$ cat config.mk
export PLATFORM = sky130hd
export DESIGN_NAME = data_mem_access
export DESIGN_NICKNAME = d
export VERILOG_FILES = /design/src/rtl/data_mem_access.sv
export SDC_FILE = /design/constraint.sdc
export NUM_CORES = 1
export LEC_CHECK = 0
export ABC_AREA = 1
export BUFFER_PORTS_ARGS = -buffer_cell sky130_fd_sc_hd__clkbuf_2
export CAP_MARGIN = 20
export CORE_ASPECT_RATIO = 0.7
export CORE_MARGIN = 2
export CORE_UTILIZATION = 53
export DETAILED_ROUTE_END_ITERATION = 8
export GPL_TIMING_DRIVEN = 0
export PLACE_DENSITY = 0.87
export SETUP_SLACK_MARGIN = 0.5
export SLEW_MARGIN = 20
export SYNTH_ARGS = -nofsm -noshare
export SYNTH_HDL_FRONTEND = slang
export SYNTH_SLANG_ARGS = --single-unit
$ cat constraint.sdc
create_clock -name clk -period 8.2 [get_ports clk]
set_input_delay 0.41 -clock clk [delete_from_list [all_inputs] [get_ports clk]]
set_output_delay 0.41 -clock clk [all_outputs]
set_load 0.02 [all_outputs]
$ cat src/rtl/data_mem_access.sv
// Data-memory access stage: turns a load/store from EX/MEM into a held memory
// request, stalls the pipeline until the memory acks, and aligns load data.
module data_mem_access (
  input  logic        clk,
  input  logic        reset,
  input  logic        mem_read_in,
  input  logic        mem_write_in,
  input  logic [2:0]  funct3_in,
  input  logic [31:0] alu_result_in,
  input  logic [31:0] write_data_in,
  input  logic        mem_ack,
  input  logic [31:0] mem_readdata,
  output logic        mem_read,
  output logic        mem_write,
  output logic [31:0] mem_address,
  output logic [31:0] mem_writedata,
  output logic [3:0]  mem_byteenable,
  output logic        busywait,
  output logic [31:0] d_mem_result,
  output logic        misaligned,
  output logic [1:0]  dbg_state
);

  // Handshake: mem_read/mem_write (valid) stay asserted with address, data and
  // byteenable stable until the single-cycle mem_ack (ready); one ack per request.
  typedef enum logic [1:0] {
    IDLE   = 2'd0,
    ACCESS = 2'd1,
    DONE   = 2'd2
  } state_t;

  state_t      state_q, state_d;
  logic [31:0] addr_q, addr_d;
  logic [31:0] wdata_q, wdata_d;
  logic [3:0]  be_q, be_d;
  logic        is_read_q, is_read_d;
  logic [2:0]  funct3_q, funct3_d;
  logic [1:0]  addr_lo_q, addr_lo_d;
  logic [31:0] result_q, result_d;

  logic        req;
  logic        legal;
  logic [31:0] st_data;
  logic [3:0]  st_be;
  logic [31:0] ld_shift;
  logic [15:0] ld_half;
  logic [31:0] ld_ext;

  assign req = mem_read_in | mem_write_in;

  always_comb begin
    legal = 1'b0;
    case (funct3_in)
      3'b000, 3'b100: legal = 1'b1;
      3'b001, 3'b101: legal = ~alu_result_in[0];
      3'b010:         legal = (alu_result_in[1:0] == 2'b00);
      default:        legal = 1'b0;
    endcase
  end

  // Store lanes: the narrow datum is replicated so any lane the enable selects is right.
  always_comb begin
    st_data = write_data_in;
    st_be   = 4'b1111;
    case (funct3_in[1:0])
      2'b00: begin
        st_data = {4{write_data_in[7:0]}};
        st_be   = 4'b0001 << alu_result_in[1:0];
      end
      2'b01: begin
        st_data = {2{write_data_in[15:0]}};
        st_be   = alu_result_in[1] ? 4'b1100 : 4'b0011;
      end
      default: begin
        st_data = write_data_in;
        st_be   = 4'b1111;
      end
    endcase
  end

  always_comb begin
    ld_shift = mem_readdata >> {addr_lo_q, 3'b000};
    ld_half  = addr_lo_q[1] ? mem_readdata[31:16] : mem_readdata[15:0];
    case (funct3_q)
      3'b000:  ld_ext = {{24{ld_shift[7]}}, ld_shift[7:0]};
      3'b001:  ld_ext = {{16{ld_half[15]}}, ld_half};
      3'b100:  ld_ext = {24'd0, ld_shift[7:0]};
      3'b101:  ld_ext = {16'd0, ld_half};
      default: ld_ext = mem_readdata;
    endcase
  end

  always_comb begin
    state_d    = state_q;
    addr_d     = addr_q;
    wdata_d    = wdata_q;
    be_d       = be_q;
    is_read_d  = is_read_q;
    funct3_d   = funct3_q;
    addr_lo_d  = addr_lo_q;
    result_d   = result_q;
    busywait   = 1'b0;
    misaligned = 1'b0;
    mem_read   = 1'b0;
    mem_write  = 1'b0;
    case (state_q)
      IDLE: begin
        if (req) begin
          if (legal) begin
            busywait  = 1'b1;
            state_d   = ACCESS;
            addr_d    = {alu_result_in[31:2], 2'b00};
            is_read_d = mem_read_in;
            funct3_d  = funct3_in;
            addr_lo_d = alu_result_in[1:0];
            wdata_d   = st_data;
            // A read wins over a simultaneous write, so it reads the full word.
            be_d      = mem_read_in ? 4'b1111 : st_be;
          end else begin
            misaligned = 1'b1;
            result_d   = 32'd0;
          end
        end
      end
      ACCESS: begin
        busywait  = 1'b1;
        mem_read  = is_read_q;
        mem_write = ~is_read_q;
        if (mem_ack) begin
          state_d = DONE;
          if (is_read_q) result_d = ld_ext;
        end
      end
      DONE: begin
        state_d = IDLE;
      end
      default: begin
        state_d = IDLE;
      end
    endcase
    // The request inputs may be live while reset is held; keep stall/flag quiet.
    if (reset) begin
      busywait   = 1'b0;
      misaligned = 1'b0;
    end
  end

  always_ff @(posedge clk or posedge reset) begin
    if (reset) begin
      state_q   <= IDLE;
      addr_q    <= 32'd0;
      wdata_q   <= 32'd0;
      be_q      <= 4'd0;
      is_read_q <= 1'b0;
      funct3_q  <= 3'd0;
      addr_lo_q <= 2'd0;
      result_q  <= 32'd0;
    end else begin
      state_q   <= state_d;
      addr_q    <= addr_d;
      wdata_q   <= wdata_d;
      be_q      <= be_d;
      is_read_q <= is_read_d;
      funct3_q  <= funct3_d;
      addr_lo_q <= addr_lo_d;
      result_q  <= result_d;
    end
  end

  assign mem_address    = addr_q;
  assign mem_writedata  = wdata_q;
  assign mem_byteenable = be_q;
  assign d_mem_result   = result_q;
  assign dbg_state      = state_q;

endmodule

==> flow_metrics.env, run 1 <==
export IMPL_synth_cells=711
export IMPL_cts_root_buf="clkbuf_16"
export IMPL_grt_use_total_pct=30.5
export IMPL_grt_pass1_vias=5017
export IMPL_r2r_setup_slack_ns=6.51
export IMPL_gp_congestion=0.944
export IMPL_reg2regPathDepth=6
export IMPL_overflow=0
export IMPL_cts_tree="yes"
export IMPL_drv_slew=0
export IMPL_clk_path_buf_depth=2
export IMPL_drtPass1Iterations=5
export IMPL_wl_per_cell_um=14.7
export IMPL_fill_cells=844
export IMPL_grt_pass1_wl_mm=24.8
export IMPL_wl_mm=15.7
export IMPL_dp_cells=1048
export IMPL_post_cts_buffers=0
export IMPL_placed_area_um2=6430
export IMPL_antenna_found_initial=0
export IMPL_design_die_area_um2=10600
export IMPL_ys_seq_elements=106
export IMPL_end_kind="primary output"
export IMPL_yosys_top_cells_count="338 x nand2_1, 106 x dfrtp_1, 55 x a21oi_1"
export IMPL_portBuffers=207
export IMPL_finalPower_mw=2.60
export IMPL_dp_hpwl_mm=11.8
export IMPL_synthTopCellsByArea="dfrtp_1 51%, nand2_1 24%, a21oi_1 5.3%"
export IMPL_via_per_inst=5.10
export IMPL_period_minus_slack_ns=2.25
export IMPL_via_count=5423
export IMPL_ys_types=20
export IMPL_status="completed"
export IMPL_worstPathRequired_ns=7.79
export IMPL_first_iter_violations=499
export IMPL_yosysWarnings=0
export IMPL_core_area_um2=9610
export IMPL_rsz0062_at_grt="no"
export IMPL_fin_cells=1064
export IMPL_hold_viol=0
export IMPL_ctsResizeCount=0
export IMPL_whs_ns=0.0524
export IMPL_async_flop_share_pct=100
export IMPL_cts_buffers=9
export IMPL_setup_worst_path_start_class="flip-flop"
export IMPL_r2r_start="dbg_state[1]$_DFFE_PP0P_"
export IMPL_grt_max_degree=77
export IMPL_power_density_nw_per_um2=385
export IMPL_post_route_cells_drive_above_1_share_pct=27.9
export IMPL_setup_tns_ns=0
export IMPL_critical_path_class="reg2out"
export IMPL_io_pin_count=210
export IMPL_rr_endpoint="d_mem_result[11]$_DFFE_PP0P_"
export IMPL_vdd_drop_max_mv=0.216
export IMPL_dieHeight_um=86.9
export IMPL_cts_sinks=106
export IMPL_max_slew_margin_rel_pct=60.5
export IMPL_antennaDiodeCount=0
export IMPL_clk_pin_slew_ns=0.07
export IMPL_finalSetupViolations=0
export IMPL_synth_largest_area_cell="dfrtp_1"
export IMPL_worst_slack_ns=5.95
export IMPL_fmax_ghz=0.444
export IMPL_ctsHoldBuffers=0
export IMPL_seq_area_um2=2650
export IMPL_finClkSkew_ns=0.00577
export IMPL_initial_core_util_pct=54.1
export IMPL_power_leakage_nw=4.05
export IMPL_synthFlopType="dfrtp_1"
export IMPL_clk_latency_ns=0.35
export IMPL_htree_levels=3
export IMPL_synth_edf_count=0
export IMPL_dieWidth_um=122
export IMPL_cap_violations=0
export IMPL_pre_cts_ws_ns=6.10
export IMPL_cp_max_fo=10
export IMPL_nets=1035
export IMPL_route_detailed_drc=0
export IMPL_syn_to_final_growth_pct=29.7
export IMPL_utilization_pct=70.2
export IMPL_netlist_area_um2=5200
export IMPL_ys_seq_area_share_pct=51.0
export IMPL_final_antenna_net_count=0
export IMPL_design_area_um2=6750
export IMPL_worstPathArrival_ns=1.84
export IMPL_hold_path_class="in2async"
export IMPL_yosysMostFrequentCell="nand2_1"
export IMPL_period_share_pct=27.5
export IMPL_worst_pin_slew_ns=0.593
export IMPL_multiInputGateArea_um2=2110
export IMPL_yosys_area_top_type_share_pct=51.0
export IMPL_rows=30
export IMPL_syn_area_per_cell_um2=7.31
[where the power goes]
group	internal, mW	total [mW]	switching (mW)
Combinational	0.399	1.26	0.863
Sequential	0.743	0.881	0.137
Clock	0.245	0.456	0.212
[cells in the final DEF (no fill, tap or decap), types with 13 or more instances in the layout]
cell type,count
a21oi_1,55
buf_2,13
buf_4,13
clkbuf_2,207
dfrtp_1,106
inv_1,53
nand2_1,338
nand3_1,26
nor2_1,25
o21ai_0,35
o21ai_1,21
[state kept, by name (all words and copies together), names as in the netlist]
register        cells
d_mem_result       32
mem_writedata      32
mem_address        30
mem_byteenable      4
funct3_q            3
addr_lo_q           2
dbg_state           2
is_read_q           1
[worst max-delay path, cell delays in order (launching register included)]
cell      delay [ns]
dfrtp_1         0.45
nor2_2          0.19
nand2_1         0.11
nand3_2         0.12
buf_4           0.18
buf_4           0.19
a21oi_1         0.08
clkbuf_2        0.19
[routing by layer]
| metal | wire (um) | part of all wire [%] | track usage [%] | vias up |
|---|---|---|---|---|
| met1 | 6950 | 44 | 43.5 | 2458 |
| met3 | 1440 | 9.2 | 7.79 | 34 |
| met2 | 6940 | 44 | 45.9 | 293 |
| met5 | 0 | 0 | 0 | - |
| li1 | - | - | - | 2638 |
| met4 | 363 | 2.3 | 10.2 | 0 |
[kinds of logic (layout without fill, tap and decap cells)]
logic type / Yosys count / after routing / synth area share (%)
flops: 106 / 106 / 51.0
compound gates: 111 / 111 / 10.7
buf+inv: 96 / 320 / 8.52
simple gates: 397 / 397 / 29.7
other cells: 1 / 2 / 0.0721
[final cells by class]
type	count	area share, %
buffer	39	3.36
multi-input combinational	510	31.3
clock inverter	6	1.24
inverter	57	3.28
timing repair buffer	208	15.8
clock buffer	10	3.39
tap	128	2.37
sequential	106	39.3
[worst max-delay path by stage]
stage,start,endpoint,cells past startpoint
after floorplan,reset,addr_lo_q[0]$_DFFE_PP0P_,1
after global placement,reset,d_mem_result[0]$_DFFE_PP0P_,2
after detailed placement,funct3_in[1],busywait,9
after CTS,dbg_state[0]$_DFFE_PP0P_,busywait,7
after global routing,dbg_state[0]$_DFFE_PP0P_,busywait,7
final,dbg_state[0]$_DFFE_PP0P_,busywait,7
No activity file was read; power rests on OpenSTA's default activity.
==> run 2: changes to the inputs <==
--- a/config.mk
+++ b/config.mk
@@ -5,15 +5,15 @@
 export SDC_FILE = /design/constraint.sdc
 export NUM_CORES = 1
 export LEC_CHECK = 0
-export ABC_AREA = 1
+export ABC_AREA = 0
 export BUFFER_PORTS_ARGS = -buffer_cell sky130_fd_sc_hd__clkbuf_2
 export CAP_MARGIN = 20
 export CORE_ASPECT_RATIO = 0.7
 export CORE_MARGIN = 2
-export CORE_UTILIZATION = 53
+export CORE_UTILIZATION = 48
 export DETAILED_ROUTE_END_ITERATION = 8
 export GPL_TIMING_DRIVEN = 0
-export PLACE_DENSITY = 0.87
+export PLACE_DENSITY = 0.81
 export SETUP_SLACK_MARGIN = 0.5
 export SLEW_MARGIN = 20
 export SYNTH_ARGS = -nofsm -noshare
==> constraint.sdc (replaced) <==
create_clock -name clk -period 2.2 [get_ports clk]
set_input_delay 0.11 -clock clk [delete_from_list [all_inputs] [get_ports clk]]
set_output_delay 0.11 -clock clk [all_outputs]
set_load 0.02 [all_outputs]
==> run 2 against run 1 <==
Net effect:
- power grew to 3.1 times the previous value
- first-iteration DRC count is 39% lower
- register-to-register slack got worse by 6.3 ns
- cell count decreased by 25%
- non-clock buffer count grew 26
- hold slack worse by 0.037 ns
- clock skew increased by 0.0030 ns
- die area increased by 2.0%
- synthesized cell count decreased by 42%
- synthesized area decreased by 7.6%
- critical path type is now reg2reg
- critical endpoint is now d_mem_result[27]$_DFFE_PP0P_
==> flow_metrics.env, run 2 <==
export IMPL_cts_sinks=106
export IMPL_critPathSlowestCell="or4b_4"
export IMPL_yosys_area_top_type_share_pct=55.2
export IMPL_worstPathArrival_ns=2.23
export IMPL_grt_max_degree=34
export IMPL_syn_area_per_cell_um2=11.7
export IMPL_yosysMostFrequentCell="dfrtp_1"
export IMPL_ys_seq_elements=106
export IMPL_design_die_area_um2=10800
export IMPL_clk_pin_slew_ns=0.07
export IMPL_max_slew_margin_rel_pct=40.6
export IMPL_synth_edf_count=0
export IMPL_dp_hpwl_mm=10.9
export IMPL_dieHeight_um=87.7
export IMPL_fill_cells=690
export IMPL_dieWidth_um=124
export IMPL_met2_usage_pct=45.1
export IMPL_htree_levels=3
export IMPL_synthTopCellsByArea="dfrtp_1 55%, mux2_2 11%, mux2i_1 6.7%"
export IMPL_post_route_cells_drive_above_1_share_pct=48.1
export IMPL_rows=30
export IMPL_overflow=0
export IMPL_crit_path_frequent_cell="buf_6"
export IMPL_switching_share_pct=39.1
export IMPL_cts_root_buf="clkbuf_16"
export IMPL_power_leakage_nw=3.48
export IMPL_core_area_um2=9720
export IMPL_antenna_found_initial=0
export IMPL_nets=769
export IMPL_period_minus_slack_ns=2.01
export IMPL_cp_num_buf_inv=3
export IMPL_synth_area_mux_share_pct=17.7
export IMPL_hold_viol=0
export IMPL_setup_tns_ns=0
export IMPL_cap_violations=0
export IMPL_grt_pass1_vias=4567
export IMPL_wl_mm=15.0
export IMPL_yosysWarnings=0
export IMPL_via_per_inst=5.57
export IMPL_synth_cells=412
export IMPL_cp_max_fo=6
export IMPL_synthFlopType="dfrtp_1"
export IMPL_critical_path_class="reg2reg"
export IMPL_async_flop_share_pct=100
export IMPL_worst_pin_slew_ns=0.888
export IMPL_r2r_setup_slack_ns=0.19
export IMPL_power_density_nw_per_um2=1190
export IMPL_finClkSkew_ns=0.00881
export IMPL_portBuffers=205
export IMPL_cpPeakStageDelay_ns=0.47
export IMPL_wl_per_cell_um=18.8
export IMPL_worst_slack_ns=0.194
export IMPL_antennaDiodeCount=0
export IMPL_grt_pass1_wl_mm=23.3
export IMPL_period_share_pct=91.2
export IMPL_clk_path_buf_depth=2
export IMPL_grt_busiest_layer="met2"
export IMPL_grt_use_total_pct=28.2
export IMPL_vdd_drop_max_mv=0.708
export IMPL_clkPwrFrac_pct=21.1
export IMPL_drv_slew=0
export IMPL_grt_use_met1_pct=38.1
export IMPL_status="completed"
export IMPL_via_count=4443
export IMPL_finalSetupViolations=0
export IMPL_yosys_area_share_simple_pct=6.95
export IMPL_synthAdderAreaFrac_pct=0
export IMPL_netlist_area_um2=4810
export IMPL_cts_buffers=9
export IMPL_p_int_mw=4.99
export IMPL_synth_largest_area_cell="dfrtp_1"
export IMPL_pwr_share_seq_pct=37.1
export IMPL_ys_seq_area_share_pct=55.2
export IMPL_fmax_ghz=0.498
export IMPL_gp_congestion=0.904
export IMPL_first_iter_violations=302
export IMPL_drtPass1Iterations=5
export IMPL_synth_compound_area_share_pct=15.5
export IMPL_worstPathRequired_ns=2.42
export IMPL_setup_worst_path_start_class="flip-flop"
export IMPL_end_kind="flip-flop"
export IMPL_power_frac_comb_pct=41.8
export IMPL_clk_latency_ns=0.34
export IMPL_use_met3_pct=7.75
export IMPL_path_cells="nor2_2 -> or4b_4 -> buf_6 -> and2_4 -> buf_8 -> buf_6 -> a221o_1"
export IMPL_synth_top_family_by_area="multiplexers"
export IMPL_io_pin_count=210
export IMPL_yosys_top_cells_count="106 x dfrtp_1, 47 x mux2_2, 35 x nand2_1"
export IMPL_route_detailed_drc=0
export IMPL_syn_to_final_growth_pct=42.9
export IMPL_most_common_layout_cells="207 x clkbuf_2, 104 x dfrtp_1, 47 x mux2_2, 35 x nand2_1, 32 x mux2i_1"
export IMPL_hold_path_class="in2reg"
export IMPL_power_switching_mw=3.20
export IMPL_final_antenna_net_count=0
export IMPL_cts_tree="yes"
export IMPL_synthXorXnorAreaFrac_pct=0
export IMPL_rsz0062_at_grt="yes"
export IMPL_crit_family="simple AND/OR/NAND/NOR gates"
export IMPL_initial_core_util_pct=49.4
export IMPL_mostFrequentLayoutCell="clkbuf_2"
export IMPL_ys_types=35
export IMPL_pre_cts_ws_ns=0.0248
run 2: changes by cell type in the layout (fill, tap and decap cells not counted), moves of 16 or more:
cell / before / now
mux2_2: 0 / 47
inv_1: 53 / 13
nand3_1: 26 / 8
mux2i_1: 0 / 32
dlygate4sd3_1: 0 / 22
a221o_1: 0 / 16
o21ai_1: 21 / 0
a21oi_1: 55 / 19
nand2_1: 338 / 35
run 2: logic make-up (layout without fill, tap and decap cells):
kind of cell,Yosys count,count (layout)
other cells,1,2
compound gates,105,105
flops,106,106
mux,79,79
simple gates,75,75
buf+inv,46,302
run 2: path summary, 6_finish.rpt:
check	start	to	cells past startpoint
max	dbg_state[0]$_DFFE_PP0P_	d_mem_result[27]$_DFFE_PP0P_	7
min reg2reg	mem_byteenable[3]$_DFFE_PP0P_	mem_byteenable[3]$_DFFE_PP0P_	1
max in group asynchronous	reset	mem_address[31]$_DFFE_PP0P_	6
min	alu_result_in[11]	mem_address[11]$_DFFE_PP0P_	2
min in group asynchronous	reset	mem_writedata[29]$_DFFE_PP0P_	3
max reg2reg	dbg_state[0]$_DFFE_PP0P_	d_mem_result[27]$_DFFE_PP0P_	7
run 2: layout make-up:
class	count	area (um^2)	area share [%]
Sequential cell	106	2660	38.7
Buffer	32	221	3.22
Clock buffer	10	239	3.48
Timing Repair Buffer	241	1420	20.6
Tap cell	128	160	2.33
Clock inverter	5	78.8	1.15
Inverter	14	56.3	0.820
Multi-Input combinational cell	261	2040	29.7
run 2: repair_timing:
action	in CTS	in global routing
pin swaps	13	9
gates cloned	1	1
endpoints found under the setup margin	96	89
setup buffers	8	1
endpoints found under the hold margin	36	1
hold buffers	21	1
resized for setup	29	26
run 2: power by group through the flow:
| stage | sequential, mW | clock (mW) | combinational, mW |
|---|---|---|---|
| floorplan | 3.76 | 0 | 1.22 |
| global placement | 3.00 | 0 | 3.04 |
| detailed placement | 3.04 | 0 | 3.13 |
| CTS | 3.02 | 1.76 | 3.33 |
| global route | 3.11 | 1.84 | 3.66 |
| finish | 3.04 | 1.73 | 3.42 |
run 2: through the flow:
stage	hold WS (ns)	power [mW]	area [um^2]	util (%)	std cells
floorplan	0.218	4.97	4820	-	413
global placement	0.342	6.04	6000	61.8	746
detailed placement	0.145	6.17	6060	62.4	749
CTS	0.000396	8.10	6780	69.7	794
global route	0.00407	8.61	6870	70.7	797
finish	0.0150	8.18	6870	70.7	797
run 2: layer usage:
layer | part of all wire [%] | wire length (um)
met4 | 1.6 | 241
met3 | 8.8 | 1320
met5 | 0 | 0
met2 | 47 | 7130
met1 | 42 | 6330
==> run 3: changes to the inputs <==
--- a/config.mk
+++ b/config.mk
@@ -13,6 +13,7 @@
 export CORE_UTILIZATION = 48
 export DETAILED_ROUTE_END_ITERATION = 8
 export GPL_TIMING_DRIVEN = 0
+export HOLD_SLACK_MARGIN = 0.03
 export PLACE_DENSITY = 0.81
 export SETUP_SLACK_MARGIN = 0.5
 export SLEW_MARGIN = 20
==> run 3 against run 2 <==
Net effect:
- sequential power about the same
- routed wire length increased by 2.9%
- hold slack improved by 0.027 ns
- non-clock buffer count increased by 18
- register-to-register slack about the same
- clock-buffer cell count unchanged
- cell count increased by 2.3%
- critical path depth unchanged
==> flow_metrics.env, run 3 (synthesis results as in run 2) <==
export IMPL_clk_latency_ns=0.34
export IMPL_pwr_share_seq_pct=37.1
export IMPL_cp_max_fo=6
export IMPL_cpPeakStageDelay_ns=0.47
export IMPL_cap_violations=0
export IMPL_finalPower_mw=8.25
export IMPL_rows=30
export IMPL_initial_core_util_pct=49.4
export IMPL_fin_cells=815
export IMPL_overflow=0
export IMPL_p_int_mw=5.01
export IMPL_multiInputGateArea_um2=2040
export IMPL_dieWidth_um=124
export IMPL_grt_pass1_vias=4598
export IMPL_first_iter_violations=321
export IMPL_end_kind="flip-flop"
export IMPL_power_switching_mw=3.24
export IMPL_dp_cells=749
export IMPL_dp_hpwl_mm=10.9
export IMPL_route_detailed_drc=0
export IMPL_antenna_found_initial=0
export IMPL_status="completed"
export IMPL_dieHeight_um=87.7
export IMPL_grt_use_total_pct=29.2
export IMPL_portBuffers=205
export IMPL_final_antenna_net_count=0
export IMPL_via_count=4531
export IMPL_clk_path_buf_depth=2
export IMPL_period_share_pct=91.1
export IMPL_setup_tns_ns=0
export IMPL_design_die_area_um2=10800
export IMPL_drv_slew=0
export IMPL_worstPathRequired_ns=2.42
export IMPL_hold_viol=0
export IMPL_path_cells="nor2_2 -> or4b_4 -> buf_6 -> and2_4 -> buf_8 -> buf_6 -> a221o_1"
export IMPL_post_route_cells_drive_above_1_share_pct=46.9
export IMPL_wl_mm=15.4
export IMPL_fmax_ghz=0.499
export IMPL_seq_area_um2=2660
export IMPL_power_leakage_nw=3.56
export IMPL_pre_cts_ws_ns=0.0248
export IMPL_most_common_layout_cells="207 x clkbuf_2, 104 x dfrtp_1, 47 x mux2_2, 40 x dlygate4sd3_1, 35 x nand2_1"
export IMPL_nets=787
export IMPL_power_density_nw_per_um2=1170
export IMPL_max_slew_margin_rel_pct=40.3
export IMPL_cts_buffers=9
export IMPL_hold_path_class="in2reg"
export IMPL_drtPass1Iterations=7
export IMPL_rsz0062_at_grt="yes"
export IMPL_crit_path_frequent_cell="buf_6"
export IMPL_cts_root_buf="clkbuf_16"
export IMPL_setup_worst_path_start_class="flip-flop"
export IMPL_core_area_um2=9720
export IMPL_period_minus_slack_ns=2.00
export IMPL_clkPwrFrac_pct=20.9
export IMPL_fill_cells=669
export IMPL_mostFrequentLayoutCell="clkbuf_2"
export IMPL_worstPathArrival_ns=2.22
export IMPL_worst_slack_ns=0.196
export IMPL_htree_levels=3
export IMPL_wl_per_cell_um=18.9
export IMPL_cts_sinks=106
export IMPL_critical_path_class="reg2reg"
export IMPL_syn_to_final_growth_pct=46.6
export IMPL_finalSetupViolations=0
export IMPL_worst_pin_slew_ns=0.892
export IMPL_critPathSlowestCell="or4b_4"
export IMPL_cts_tree="yes"
export IMPL_grt_max_degree=34
export IMPL_vdd_drop_max_mv=0.735
export IMPL_finClkSkew_ns=0.00920
export IMPL_power_frac_comb_pct=42.0
export IMPL_io_pin_count=210
export IMPL_via_per_inst=5.56
export IMPL_antennaDiodeCount=0
export IMPL_grt_pass1_wl_mm=24.0
export IMPL_gp_congestion=0.904
export IMPL_switching_share_pct=39.3
export IMPL_clk_pin_slew_ns=0.07
==> run 3: cell count changes in the layout (fill, tap and decap cells not counted), sizes merged <==
| cell | change |
|---|---|
| buf | +1 |
| clkbuf | -1 |
| dlygate4sd3 | +18 |
==> run 3: final timing paths <==
kind	startpoint	end	slack, ns	cells past startpoint
max	dbg_state[0]$_DFFE_PP0P_	d_mem_result[29]$_DFFE_PP0P_	0.20	7
min	mem_readdata[18]	d_mem_result[18]$_DFFE_PP0P_	0.04	2
max reg2reg	dbg_state[0]$_DFFE_PP0P_	d_mem_result[29]$_DFFE_PP0P_	0.20	7
min reg2reg	mem_byteenable[3]$_DFFE_PP0P_	mem_byteenable[3]$_DFFE_PP0P_	0.48	1
max in group asynchronous	reset	mem_address[10]$_DFFE_PP0P_	0.92	6
min in group asynchronous	reset	mem_writedata[29]$_DFFE_PP0P_	0.33	3
==> run 3: through the flow <==
stage	hold WS (ns)	area, um^2	utilization, %
6_report	0.0418	7050	72.5
4_1_cts	0.0300	6970	71.7
3_5_place_dp	0.145	6060	62.4
2_1_floorplan	0.218	4820	-
5_1_grt	0.0398	7050	72.5
3_3_place_gp	0.342	6000	61.8
==> run 3: area by class of cell <==
cell class	instances	share of cell area [%]
multi-input cells	261	28.9
flip-flops and latches	106	37.7
repair buffers	259	22.7
well taps	128	2.27
clock buffers	10	3.39
inverters	14	0.799
clock inverters	5	1.12
plain buffers	32	3.14
==> run 3: metal layers <==
| layer | up-vias | track usage (%) | routed length [um] |
|---|---|---|---|
| li1 | 2046 | - | - |
| met1 | 2234 | 39.5 | 6550 |
| met2 | 224 | 47.6 | 7410 |
| met3 | 27 | 7.10 | 1220 |
| met4 | 0 | 7.85 | 266 |
| met5 | - | 0 | 0 |
==> run 3: power groups by stage <==
stage | Combinational, mW | Clock (mW) | Sequential, mW
after floorplan | 1.22 | 0 | 3.76
after global placement | 3.04 | 0 | 3.00
after detailed placement | 3.13 | 0 | 3.04
after CTS | 3.35 | 1.76 | 3.02
after global routing | 3.70 | 1.84 | 3.12
final | 3.46 | 1.73 | 3.06
==> run 3: critical path: cells and delay by family, from the launching register on <==
kind	cells	cell delay, ns
AO/OA/AOI/OAI	1	0.34
buffers and inverters	3	0.40
flip-flops	1	0.41
AND/OR/NAND/NOR	3	0.73
==> run 3: repair_timing <==
item                                   4_1_cts  5_1_grt
pin swaps                                   13       11
setup endpoints to repair                   96       89
buffers inserted                             8        1
resized for setup                           29       27
hold buffers                                40        0
gates cloned                                 1        1
endpoints found under the hold margin       55        0
